==> src/rtl/mem_stage_pkg.sv <==
// Shared types for the multi-entry memory stage: load-op bit positions, exception flag width,
// per-slot control struct and the load extraction helper.
package mem_stage_pkg;

    localparam int LDOP_W    = 5;
    localparam int EX_FLAG_W = 7;

    // ld_op is {ld_b, ld_bu, ld_h, ld_hu, ld_w}
    localparam int LD_W_BIT  = 0;
    localparam int LD_HU_BIT = 1;
    localparam int LD_H_BIT  = 2;
    localparam int LD_BU_BIT = 3;
    localparam int LD_B_BIT  = 4;

    typedef struct packed {
        logic              rf_we;
        logic [4:0]        waddr;
        logic [LDOP_W-1:0] ld_op;
        logic              wait_rsp;
    } slot_ctrl_t;

    function automatic logic [31:0] ld_extract(input logic [31:0]       rdata,
                                               input logic [1:0]        offset,
                                               input logic [LDOP_W-1:0] ld_op);
        logic [31:0] shifted;
        shifted    = rdata >> {offset, 3'b000};
        ld_extract = shifted;
        if (ld_op[LD_B_BIT]) begin
            ld_extract = {{24{shifted[7]}}, shifted[7:0]};
        end else if (ld_op[LD_BU_BIT]) begin
            ld_extract = {24'b0, shifted[7:0]};
        end else if (ld_op[LD_H_BIT]) begin
            ld_extract = {{16{shifted[15]}}, shifted[15:0]};
        end else if (ld_op[LD_HU_BIT]) begin
            ld_extract = {16'b0, shifted[15:0]};
        end
    endfunction

endpackage

==> src/rtl/mem_load_align.sv <==
// Combinational load data alignment: shifts the bus word by the byte offset and
// sign/zero-extends according to the one-hot load opcode.
module mem_load_align
    import mem_stage_pkg::*;
(
    input  logic [31:0]       rdata,
    input  logic [1:0]        offset,
    input  logic [LDOP_W-1:0] ld_op,
    output logic [31:0]       word
);

    assign word = ld_extract(rdata, offset, ld_op);

endmodule

==> src/rtl/mem_stage_mq.sv <==
// Multi-entry EX->WB memory stage: in-order ring of DEPTH slots, in-order data_ok matching,
// head load alignment and flush-time discard of owed responses. Optional macro MEM_STAGE_MQ_FWD_EN.
module mem_stage_mq
    import mem_stage_pkg::*;
#(
    parameter int  DEPTH = 2,
    parameter int  XLEN  = 32,
    parameter int  EXZ_W = 86,
    localparam int CNT_W = $clog2(DEPTH) + 1
) (
    input  logic                  clk,
    input  logic                  resetn,
    input  logic                  es_to_ms_valid,
    output logic                  ms_allowin,
    input  logic [XLEN-1:0]       es_pc,
    input  logic [XLEN-1:0]       es_result,
    input  logic                  es_rf_we,
    input  logic [4:0]            es_rf_waddr,
    input  logic [LDOP_W-1:0]     es_ld_op,
    input  logic                  es_mem_req,
    input  logic [EXZ_W-1:0]      es_ex_zip,
    input  logic                  ws_allowin,
    output logic                  ms_to_ws_valid,
    output logic [XLEN-1:0]       ms_pc,
    output logic                  ms_rf_we,
    output logic [4:0]            ms_rf_waddr,
    output logic [XLEN-1:0]       ms_rf_wdata,
    output logic [EXZ_W-1:0]      ms_ex_zip,
    output logic                  ms_ex,
    input  logic                  data_sram_data_ok,
    input  logic [XLEN-1:0]       data_sram_rdata,
    input  logic                  wb_ex,
    output logic                  ms_discarding
`ifdef MEM_STAGE_MQ_FWD_EN
    ,
    output logic [DEPTH-1:0]      fwd_valid,
    output logic [DEPTH*5-1:0]    fwd_waddr,
    output logic [DEPTH*XLEN-1:0] fwd_wdata,
    output logic [DEPTH-1:0]      fwd_pending
`endif
);

    localparam int PTR_W = $clog2(DEPTH);

    logic [DEPTH-1:0] slot_valid;
    slot_ctrl_t       slot_ctrl   [DEPTH];
    logic [XLEN-1:0]  slot_pc     [DEPTH];
    logic [XLEN-1:0]  slot_result [DEPTH];
    logic [XLEN-1:0]  slot_rdata  [DEPTH];
    logic [EXZ_W-1:0] slot_exz    [DEPTH];

    logic [PTR_W-1:0] head_ptr;
    logic [PTR_W-1:0] tail_ptr;
    logic [PTR_W-1:0] resp_ptr;
    logic [CNT_W-1:0] occupancy;
    logic [CNT_W-1:0] discard_cnt;
    logic [CNT_W-1:0] n_wait;

    logic resp_hit;
    logic any_ex;
    logic head_valid;
    logic full;
    logic enq;
    logic deq;
    logic rsp_take;
    logic rsp_drop;
    logic flush_dec;
    logic [31:0] head_ld_word;

    // Walk slots oldest-first: the first waiting slot owns the next data_ok.
    always_comb begin
        logic [PTR_W-1:0] idx;
        idx      = head_ptr;
        resp_hit = 1'b0;
        resp_ptr = head_ptr;
        n_wait   = '0;
        any_ex   = 1'b0;
        for (int i = 0; i < DEPTH; i++) begin
            idx = head_ptr + PTR_W'(i);
            if (slot_valid[idx] && slot_ctrl[idx].wait_rsp) begin
                n_wait = n_wait + CNT_W'(1);
                if (!resp_hit) begin
                    resp_hit = 1'b1;
                    resp_ptr = idx;
                end
            end
            if (slot_valid[i] && (|slot_exz[i][EX_FLAG_W-1:0])) begin
                any_ex = 1'b1;
            end
        end
    end

    // Handshakes: a transfer occurs on a clock edge where valid and the receiver's allowin are
    // both high; valid never depends on the receiver's allowin.
    assign head_valid     = slot_valid[head_ptr];
    assign ms_to_ws_valid = head_valid & ~slot_ctrl[head_ptr].wait_rsp & ~wb_ex;
    assign full           = (occupancy == CNT_W'(DEPTH));
    assign ms_allowin     = ~full | (ms_to_ws_valid & ws_allowin);
    assign enq            = es_to_ms_valid & ms_allowin & ~wb_ex;
    assign deq            = ms_to_ws_valid & ws_allowin;
    assign rsp_take       = data_sram_data_ok & (discard_cnt == '0) & resp_hit;
    assign rsp_drop       = data_sram_data_ok & (discard_cnt != '0);
    // A response arriving on the flush edge still consumes one owed response.
    assign flush_dec      = data_sram_data_ok & ((discard_cnt != '0) | resp_hit);

    always_ff @(posedge clk) begin
        if (!resetn) begin
            slot_valid  <= '0;
            head_ptr    <= '0;
            tail_ptr    <= '0;
            occupancy   <= '0;
            discard_cnt <= '0;
        end else if (wb_ex) begin
            slot_valid  <= '0;
            head_ptr    <= '0;
            tail_ptr    <= '0;
            occupancy   <= '0;
            discard_cnt <= discard_cnt + n_wait - CNT_W'(flush_dec);
        end else begin
            if (rsp_drop) begin
                discard_cnt <= discard_cnt - CNT_W'(1);
            end
            if (deq) begin
                slot_valid[head_ptr] <= 1'b0;
                head_ptr             <= head_ptr + PTR_W'(1);
            end
            if (enq) begin
                slot_valid[tail_ptr] <= 1'b1;
                tail_ptr             <= tail_ptr + PTR_W'(1);
            end
            case ({enq, deq})
                2'b10:   occupancy <= occupancy + CNT_W'(1);
                2'b01:   occupancy <= occupancy - CNT_W'(1);
                default: occupancy <= occupancy;
            endcase
        end
    end

    // Payload needs no reset: every output path is masked by slot_valid.
    always_ff @(posedge clk) begin
        if (enq) begin
            slot_pc[tail_ptr]     <= es_pc;
            slot_result[tail_ptr] <= es_result;
            slot_exz[tail_ptr]    <= es_ex_zip;
            slot_ctrl[tail_ptr]   <= '{rf_we: es_rf_we, waddr: es_rf_waddr,
                                       ld_op: es_ld_op, wait_rsp: es_mem_req};
        end
        if (rsp_take) begin
            slot_rdata[resp_ptr]         <= data_sram_rdata;
            slot_ctrl[resp_ptr].wait_rsp <= 1'b0;
        end
    end

    mem_load_align u_load_align (
        .rdata  (slot_rdata[head_ptr]),
        .offset (slot_result[head_ptr][1:0]),
        .ld_op  (slot_ctrl[head_ptr].ld_op),
        .word   (head_ld_word)
    );

    assign ms_pc         = head_valid ? slot_pc[head_ptr] : '0;
    assign ms_rf_we      = ms_to_ws_valid & slot_ctrl[head_ptr].rf_we;
    assign ms_rf_waddr   = head_valid ? slot_ctrl[head_ptr].waddr : 5'd0;
    assign ms_rf_wdata   = !head_valid ? '0 :
                           (|slot_ctrl[head_ptr].ld_op) ? head_ld_word : slot_result[head_ptr];
    assign ms_ex_zip     = head_valid ? slot_exz[head_ptr] : '0;
    assign ms_ex         = any_ex;
    assign ms_discarding = (discard_cnt != '0);

`ifdef MEM_STAGE_MQ_FWD_EN
    // Age-ordered bypass view: entry 0 is the head slot.
    always_comb begin
        logic [PTR_W-1:0] idx;
        idx         = head_ptr;
        fwd_valid   = '0;
        fwd_waddr   = '0;
        fwd_wdata   = '0;
        fwd_pending = '0;
        for (int i = 0; i < DEPTH; i++) begin
            idx                     = head_ptr + PTR_W'(i);
            fwd_valid[i]            = slot_valid[idx] & slot_ctrl[idx].rf_we;
            fwd_waddr[i*5 +: 5]     = slot_ctrl[idx].waddr;
            fwd_wdata[i*XLEN +: XLEN] = (|slot_ctrl[idx].ld_op) ?
                ld_extract(slot_rdata[idx], slot_result[idx][1:0], slot_ctrl[idx].ld_op) :
                slot_result[idx];
            fwd_pending[i]          = slot_valid[idx] & slot_ctrl[idx].wait_rsp &
                                      (|slot_ctrl[idx].ld_op);
        end
    end
`endif

    always @(posedge clk) begin
        if (resetn) begin
            assert (!(data_sram_data_ok && (discard_cnt == '0) && !resp_hit));
            assert (discard_cnt <= CNT_W'(DEPTH));
        end
    end

endmodule

==> config.mk <==
export PLATFORM = sky130hd
export DESIGN_NAME = mem_stage_mq
export DESIGN_NICKNAME = d
export VERILOG_FILES = /design/src/rtl/mem_stage_pkg.sv /design/src/rtl/mem_load_align.sv /design/src/rtl/mem_stage_mq.sv
export SDC_FILE = /design/constraint.sdc
export NUM_CORES = 1
export LEC_CHECK = 0
export ABC_CLOCK_PERIOD_IN_PS = 11400
export BUFFER_PORTS_ARGS = -buffer_cell sky130_fd_sc_hd__buf_4
export CORE_MARGIN = 5
export CORE_UTILIZATION = 45
export DETAILED_ROUTE_END_ITERATION = 10
export GPL_ROUTABILITY_DRIVEN = 0
export PLACE_DENSITY_LB_ADDON = 0.1
export SLEW_MARGIN = 20
export SYNTH_ARGS = -nofsm -noshare
export SYNTH_HDL_FRONTEND = slang
export SYNTH_SLANG_ARGS = --single-unit
==> constraint.sdc <==
create_clock -name clk -period 11.4 [get_ports clk]
set_clock_uncertainty 0.2 [all_clocks]
set_input_delay 1.71 -clock clk [delete_from_list [all_inputs] [get_ports clk]]
set_output_delay 1.71 -clock clk [all_outputs]
set_load 0.02 [all_outputs]
==> impl_metrics.tcl, run 1 <==
set metrics [dict create \
    outcome "complete, no violations" \
    reg2reg_slack_ns 7.32 \
    hold_buffers 0 \
    ctsResizeCount 0 \
    grt_antenna_before_repair 6 \
    worstSetupPathType "reg2out" \
    drc_errors 0 \
    ys_seq_area_frac 0.722 \
    worstMarginPinSlew_ns 1.08 \
    clockRootBuffer "clkbuf_16" \
    startpoint_type "flip-flop" \
    worstPathArrival_ns 4.11 \
    grt_pass1_wl_um 60600 \
    cts.sinks 397 \
    syn_to_final_growth_pct 26.9 \
    yosys_register_bits 397 \
    core_mm2 0.0357 \
    final_net_count 1588 \
    yosysUniqueCellTypes 51 \
    drive_gt1_frac 0.343 \
    end_kind "output pin" \
    maxCapViolations 0 \
    clk_path_buf_depth 3 \
    yosysTopAreaCell "edfxtp_1" \
    pin_count 360 \
    synthArstFlopShare 0 \
    synth_common_cells "386 x edfxtp_1, 188 x mux2i_1, 142 x nor2_1" \
    synth.most_common_cell "edfxtp_1" \
    grt_max_degree 96 \
    nFillCells 2888 \
    insertion_delay_ns 0.54 \
    firstDrtPassIters 5 \
    required_ns 9.49 \
    rows 69 \
    powerDensity_mw_per_mm2 154 \
    p_leak_nw 7.33 \
    synth_area_mm2 0.0164 \
    ant_nets 0 \
    die_area_mm2 0.0403 \
    fp.dieW_um 201 \
    synthTopCellsByArea "edfxtp_1 71%, mux2i_1 12%, nor2_1 3.3%" \
    total_power_w 0.00319 \
    dp_hpwl_um 26800 \
    fin_cells 1877 \
    syn-instance-count 1025 \
    timing.final.ws_setup_ns 5.38 \
    slew_viol_final 0 \
    vdd_ir_drop_max_uv 114 \
    cts_tree "built" \
    hold_viol 0 \
    numPlacedInstances 1796 \
    avgViaCountPerCell 5.17 \
    yosys_warnings 0 \
    slew_headroom 0.281 \
    fin_util 0.581 \
    start_util 0.458 \
    path_max_fanout 62 \
    fmax_ghz 0.166 \
    synth_nets 1231 \
    die_h_um 201 \
    overflow 0 \
    synth_top_area_share 0.709 \
    numCtsBuffers 44 \
    dp_slack_ns 5.91 \
    setup_viol 0 \
    clkTransAtPathRegs_ns 0.06 \
    period_needed_ns 6.02 \
    hold_class "reg2reg" \
    synth_flop_cell "edfxtp_1" \
    rsz0062_at_grt "no" \
    wl_per_cell_um 21.4 \
    post_synth.cell_area_avg_um2 16.0 \
    cts_max_level 2 \
    finalSetupTns_ns 0 \
    synth-edff-count 386 \
    post-cts-setup-buffers 0 \
    fin_crit_sh 0.528 \
    grt_pass1_vias 10069 \
    routed_wl_um 40100 \
    portBuffers 359 \
    vias 9699 \
    grtUsageTotal 0.193 \
    dr.first_iter.drc_count 541 \
]
-- registers in the layout, indices dropped and copies added, names as in the netlist, named ones only --
signal       count
slot_exz       172
slot_pc         64
slot_rdata      64
slot_result     64
slot_ctrl       24
discard_cnt      2
occupancy        2
slot_valid       2
head_ptr         1
tail_ptr         1
-- power breakdown --
group | total [W] | switching (W) | leakage (nW) | internal [W]
logic | 0.000204 | 0.000112 | 3.05 | 0.0000923
registers | 0.00166 | 0.0000144 | 3.62 | 0.00165
clock network | 0.00133 | 0.000541 | 0.654 | 0.000785
-- kinds of logic (layout without fill, tap and decap cells) --
| kind of cell | after synthesis | in the layout | synth area share |
|---|---|---|---|
| flops | 397 | 397 | 0.722 |
| simple gates | 225 | 225 | 0.0573 |
| mux | 212 | 212 | 0.134 |
| compound gates | 99 | 99 | 0.0514 |
| buf+inv | 78 | 466 | 0.0265 |
| xor+xnor | 8 | 8 | 0.00428 |
| fa+ha+maj | 6 | 6 | 0.00459 |
| other cells | 0 | 3 | 0 |
-- worst max-delay path: stages (launching register included) --
cell and delay [ns]:
dfxtp_4 0.79, buf_4 0.92, buf_4 0.77, mux2i_1 0.27, nand2_1 0.07, a311oi_1 0.30
a211oi_1 0.09, buf_4 0.22
-- stage by stage --
step | hold slack (ns) | cell area [µm²]
final | 0.292 | 20800
after floorplan | 0.259 | 16400
after global routing | 0.354 | 20800
after detailed placement | 0.287 | 19400
after CTS | 0.298 | 20700
after global placement | 0.269 | 19400
-- per-layer routing --
layer	part of all wire	vias to the layer above	global-route usage
met3	0.081	64	0.0679
met5	0.00097	-	0
met2	0.49	278	0.320
met4	0.022	6	0.0501
li1	-	4595	-
met1	0.40	4756	0.243
-- area by class of cell --
type	instances	area (µm²)	area share
flip-flops and latches	397	11800	0.569
clock inverters	25	194	0.00934
diodes	3	7.51	0.000362
clock buffers	52	1150	0.0555
inverters	20	85.1	0.00410
repair buffers	369	2780	0.134
well taps	461	577	0.0278
multi-input cells	550	4140	0.199
-- placed cells by master (no fill, tap or decap), drive strengths merged, types with 4 or more instances in the layout --
cell and count:
nor2b 6, a211oi 8, a311oi 8, a21o 7
nand2b 4, a21oi 9, nand2 46, nor2 144
clkbuf 52, o21ai 24, inv 20, a221oi 25
xnor2 5, clkinv 19, nand3 9, dfxtp 11
buf 369, edfxtp 386, ha 6, o211ai 6
mux2 21, mux2i 191
-- final timing paths --
| check | startpoint | end | cells past startpoint |
|---|---|---|---|
| worst min register to register | occupancy[1] | occupancy[1] | 2 |
| worst max register to register | flip-flop | slot_pc[0][9] | 6 |
| worst max-delay path | flip-flop | ms_rf_wdata[5] | 7 |
| worst min-delay path | occupancy[1] | occupancy[1] | 2 |
No activity file was read; power rests on OpenSTA's default activity.
==> inputs of run 2 (changes only) <==
--- a/config.mk
+++ b/config.mk
@@ -5,7 +5,7 @@
 export SDC_FILE = /design/constraint.sdc
 export NUM_CORES = 1
 export LEC_CHECK = 0
-export ABC_CLOCK_PERIOD_IN_PS = 11400
+export ABC_CLOCK_PERIOD_IN_PS = 5900
 export BUFFER_PORTS_ARGS = -buffer_cell sky130_fd_sc_hd__buf_4
 export CORE_MARGIN = 5
 export CORE_UTILIZATION = 45
==> constraint.sdc (replaced) <==
create_clock -name clk -period 5.9 [get_ports clk]
set_clock_uncertainty 0.2 [all_clocks]
set_input_delay 0.885 -clock clk [delete_from_list [all_inputs] [get_ports clk]]
set_output_delay 0.885 -clock clk [all_outputs]
set_load 0.02 [all_outputs]
==> run 2 against run 1 <==
Global-route usage increased by 0.41 points. Cell count increased by 0.37%. First-iteration DRC count decreased by 5.0%. Critical path depth unchanged. Setup slack got worse by 4.5 ns. Largest cell class unchanged. Highest routed layer unchanged.
==> impl_metrics.tcl, run 2 (synthesized netlist as in run 1, its figures left out) <==
set metrics [dict create \
    outcome "complete, no violations" \
    grt_pass1_vias 10313 \
    fp.dieW_um 201 \
    vias 9823 \
    period_needed_ns 5.04 \
    hold_buffers 0 \
    min_to "occupancy[1]" \
    core_mm2 0.0357 \
    total_power_w 0.00633 \
    largest_register_ffs 172 \
    crit_top_cell "buf_4" \
    ant_nets 0 \
    placed_area_mm2 0.0195 \
    path_max_fanout 62 \
    cts.sinks 397 \
    slowest_delay_ns 1.03 \
    startpoint_type "flip-flop" \
    start_util 0.458 \
    final_net_count 1591 \
    worstPathArrival_ns 3.95 \
    final_common_cell "edfxtp_1" \
    rows 69 \
    numPlacedInstances 1800 \
    cts_max_level 2 \
    final_area_mm2 0.0209 \
    die_area_mm2 0.0403 \
    clk_path_buf_depth 3 \
    clkTransAtPathRegs_ns 0.06 \
    hold_class "reg2reg" \
    path_cells "mux2i_4, mux2i_1, a22o_1, nor2_2, buf_4, a221oi_1, buf_4" \
    maxCapViolations 0 \
    grt_max_degree 124 \
    final_cell_mix "386 x edfxtp_1, 367 x buf_4, 187 x mux2i_1" \
    grt_antenna_before_repair 5 \
    cp_slowest_cell "dfxtp_4" \
    powerDensity_mw_per_mm2 302 \
    p_leak_nw 7.42 \
    grtUsageTotal 0.197 \
    worstHoldPathCells 2 \
    insertion_delay_ns 0.53 \
    top_register "slot_exz" \
    vdd_ir_drop_max_uv 245 \
    hp-start "occupancy[1]" \
    pin_count 360 \
    ctsResizeCount 0 \
    slew_viol_final 0 \
    finalSetupTns_ns 0 \
    fin_crit_sh 0.854 \
    die_h_um 201 \
    setup_viol 0 \
    avgViaCountPerCell 5.21 \
    end_kind "output pin" \
    syn_to_final_growth_pct 28.0 \
    hold_viol 0 \
    clockRootBuffer "clkbuf_16" \
    cts_tree "built" \
    required_ns 4.82 \
    worstReg2RegEnd "slot_exz[0][12]" \
    drc_errors 0 \
    drive_gt1_frac 0.349 \
    portBuffers 359 \
    fin_util 0.586 \
    dp_hpwl_um 27900 \
    wl_per_cell_um 21.7 \
    slew_headroom 0.297 \
    grt_pass1_wl_um 61700 \
    numCtsBuffers 44 \
    post-cts-setup-buffers 0 \
    overflow 0 \
    firstDrtPassIters 7 \
    fmax_ghz 0.198 \
    worstSetupPathType "reg2out" \
    r2r_cells 6 \
    dr.first_iter.drc_count 514 \
    reg2reg_slack_ns 2.32 \
    worstMarginPinSlew_ns 1.05 \
    fin_cells 1884 \
    rsz0062_at_grt "no" \
    routed_wl_um 40900 \
    nFillCells 2860 \
]
run 2: how the worst max path moves through the flow:
stage	start	endpoint	slack, ns	cells after the start
after floorplan	wb_ex	slot_ctrl[1][0]	0.35	6
after global placement	flip-flop	ms_rf_wdata[19]	1.47	6
after detailed placement	flip-flop	ms_rf_wdata[19]	1.43	6
after CTS	flip-flop	ms_rf_wdata[19]	0.85	6
after global routing	flip-flop	ms_rf_wdata[22]	0.63	6
final	flip-flop	ms_rf_wdata[8]	0.86	7
run 2: per-layer routing:
layer	global-route usage	routed length (µm)	vias to the layer above
met2	0.330	20300	330
met3	0.0714	3780	52
met5	0	45	-
li1	-	-	4617
met4	0.0492	774	6
met1	0.244	16100	4818
run 2: power by group:
group / switching (W) / internal [W]
logic: 0.000219 / 0.000182
clock network: 0.00107 / 0.00164
registers: 0.0000286 / 0.00318
run 2: stage by stage:
| stage | setup slack (ns) | hold slack (ns) |
|---|---|---|
| 2_1_floorplan | 0.354 | 0.259 |
| 3_3_place_gp | 1.47 | 0.268 |
| 3_5_place_dp | 1.43 | 0.286 |
| 4_1_cts | 0.846 | 0.297 |
| 5_1_grt | 0.628 | 0.301 |
| 6_report | 0.861 | 0.296 |
run 2: worst max-delay path, delay by kind of cell, from the launching register on:
| family | cells | cell delay [ns] |
|---|---|---|
| AOI/OAI and AO/OA | 2 | 0.57 |
| and+or+nand+nor | 1 | 0.04 |
| DFF | 1 | 1.03 |
| muxes | 2 | 1.25 |
| buffers and inverters | 2 | 0.49 |
run 2: cell type report:
cell class	instances	area (µm²)	share of cell area
clock inverter	27	269	0.0129
multi-input combinational	550	4140	0.198
timing repair buffer	372	2860	0.136
tap	461	577	0.0276
sequential	397	11800	0.565
inverter	20	85.1	0.00407
antenna	2	5.00	0.000239
clock buffer	55	1180	0.0566
==> inputs of run 3 (changes only) <==
--- a/config.mk
+++ b/config.mk
@@ -12,6 +12,7 @@
 export DETAILED_ROUTE_END_ITERATION = 10
 export GPL_ROUTABILITY_DRIVEN = 0
 export PLACE_DENSITY_LB_ADDON = 0.1
+export RECOVER_POWER = 100
 export SLEW_MARGIN = 20
 export SYNTH_ARGS = -nofsm -noshare
 export SYNTH_HDL_FRONTEND = slang
==> run 3 against run 2 <==
The run now ends with max-capacitance violations, max-slew violations left. Sequential power is essentially flat. Clock power barely moved. Die area unchanged. Utilization fell by 2.8 points. Register-to-register slack lost 1.5 ns. Critical path type unchanged.
==> impl_metrics.tcl, run 3 (synthesized netlist as in run 1, its figures left out) <==
set metrics [dict create \
    slew_viol_final 219 \
    powerDensity_mw_per_mm2 315 \
    cts_tree "built" \
    fmax_ghz 0.190 \
    rows 69 \
    avgViaCountPerCell 5.24 \
    slowest_delay_ns 1.02 \
    wl_per_cell_um 21.6 \
    reg2reg_slack_ns 0.86 \
    hold_class "reg2reg" \
    p_leak_nw 6.49 \
    worstSetupPathType "reg2out" \
    final_common_cell "edfxtp_1" \
    insertion_delay_ns 0.53 \
    final_net_count 1591 \
    drive_gt1_frac 0.184 \
    outcome "finished with violations" \
    fp.dieW_um 201 \
    worstReg2RegEnd "slot_exz[1][46]" \
    grtUsageTotal 0.197 \
    final_area_mm2 0.0199 \
    portBuffers 359 \
    grt_max_degree 124 \
    largest_register_ffs 172 \
    dr.first_iter.drc_count 499 \
    required_ns 4.82 \
    clk_path_buf_depth 3 \
    clockRootBuffer "clkbuf_16" \
    firstDrtPassIters 4 \
    ant_nets 0 \
    timing.final.ws_setup_ns 0.641 \
    syn_to_final_growth_pct 21.9 \
    vias 9873 \
    post-cts-setup-buffers 0 \
    overflow 0 \
    worstMarginPinSlew_ns 3.03 \
    path_buf_inv 2 \
    placed_area_mm2 0.0195 \
    hold_buffers 0 \
    startpoint_type "flip-flop" \
    crit_family "flip-flops" \
    path_cells "mux2i_1, clkbuf_1, mux2i_1, o21ai_0, nand2_1, a221oi_1, buf_4" \
    top_register "slot_exz" \
    min_to "occupancy[1]" \
    crit_top_cell "mux2i_1" \
    grt_pass1_wl_um 61700 \
    clkTransAtPathRegs_ns 0.06 \
    hp-start "occupancy[1]" \
    routed_wl_um 40700 \
    fin_crit_sh 0.891 \
    grt_pass1_vias 10313 \
    period_needed_ns 5.26 \
    ctsResizeCount 0 \
    setup_viol 0 \
    start_util 0.458 \
    cts_max_level 2 \
    hold_viol 0 \
    cts.sinks 397 \
    violations "max-capacitance violations, max-slew violations" \
    path_max_fanout 62 \
    dp_hpwl_um 27900 \
    dp_slack_ns 1.43 \
    die_area_mm2 0.0403 \
    drc_errors 0 \
    grt_antenna_before_repair 6 \
    r2r_cells 6 \
    worstHoldPathCells 2 \
    finalSetupTns_ns 0 \
    worstPathArrival_ns 4.17 \
    core_mm2 0.0357 \
    maxCapViolations 4 \
    final_cell_mix "386 x edfxtp_1, 219 x clkbuf_1, 189 x mux2i_1" \
    numCtsBuffers 44 \
    rsz0062_at_grt "no" \
    vdd_ir_drop_max_uv 245 \
    cp_slowest_cell "dfxtp_4" \
    slew_headroom -1.03 \
    end_kind "output pin" \
    pin_count 360 \
    die_h_um 201 \
]
==> run 3: cell count changes in the layout (fill, tap and decap cells not counted), moves of 3 or more <==
cell | before | now
a221oi_2 | 19 | 4
a221oi_1 | 5 | 20
clkbuf_4 | 0 | 122
buf_4 | 367 | 30
clkbuf_1 | 8 | 219
buf_12 | 5 | 2
clkbuf_2 | 0 | 5
==> run 3: layout make-up <==
class | count | area, µm²
Inverter | 20 | 82.6
Sequential cell | 397 | 11800
Timing Repair Buffer | 372 | 2010
Tap cell | 461 | 577
Multi-Input combinational cell | 550 | 4000
Clock inverter | 27 | 269
Antenna cell | 3 | 7.51
Clock buffer | 55 | 1180
Fill cell | 3056 | 15800
==> run 3: worst max-delay path by stage <==
stage	start	endpoint	slack [ns]	cells after the start
2_1_floorplan	wb_ex	slot_ctrl[1][0]	0.35	6
3_3_place_gp	flip-flop	ms_rf_wdata[19]	1.47	6
3_5_place_dp	flip-flop	ms_rf_wdata[19]	1.43	6
4_1_cts	flip-flop	ms_rf_wdata[19]	0.85	6
5_1_grt	flip-flop	ms_rf_wdata[3]	0.34	7
6_report	flip-flop	ms_rf_wdata[22]	0.64	7
==> run 3: metrics by stage <==
step	power [W]	utilization	hold WS, ns	cells
floorplan	0.00346	-	0.259	1025
global placement	0.00367	0.545	0.268	1800
detailed placement	0.00368	0.545	0.286	1800
CTS	0.00640	0.585	0.297	1882
global route	0.00652	0.558	0.325	1883
finish	0.00628	0.558	0.302	1885
==> run 3: routing by layer <==
layer  up-vias  global-route usage  part of all wire
li1       4624                   -                 -
met4        10              0.0492             0.017
met3        56              0.0714             0.090
met2       323               0.330              0.50
met1      4860               0.244              0.39
met5         -                   0            0.0017
==> run 3: report_power, final <==
part	switching [W]	internal (W)	total, W
Combinational	0.000214	0.000136	0.000350
Clock	0.00107	0.00165	0.00272
Sequential	0.0000281	0.00319	0.00321
==> run 3: worst register-to-register path: stages, from the launching register on <==
cell	delay, ns
dfxtp_4	1.02
mux2i_1	0.20
a31oi_1	0.21
nor3b_1	0.09
nand2_1	0.14
clkinvlp_4	1.38
clkbuf_2	1.21
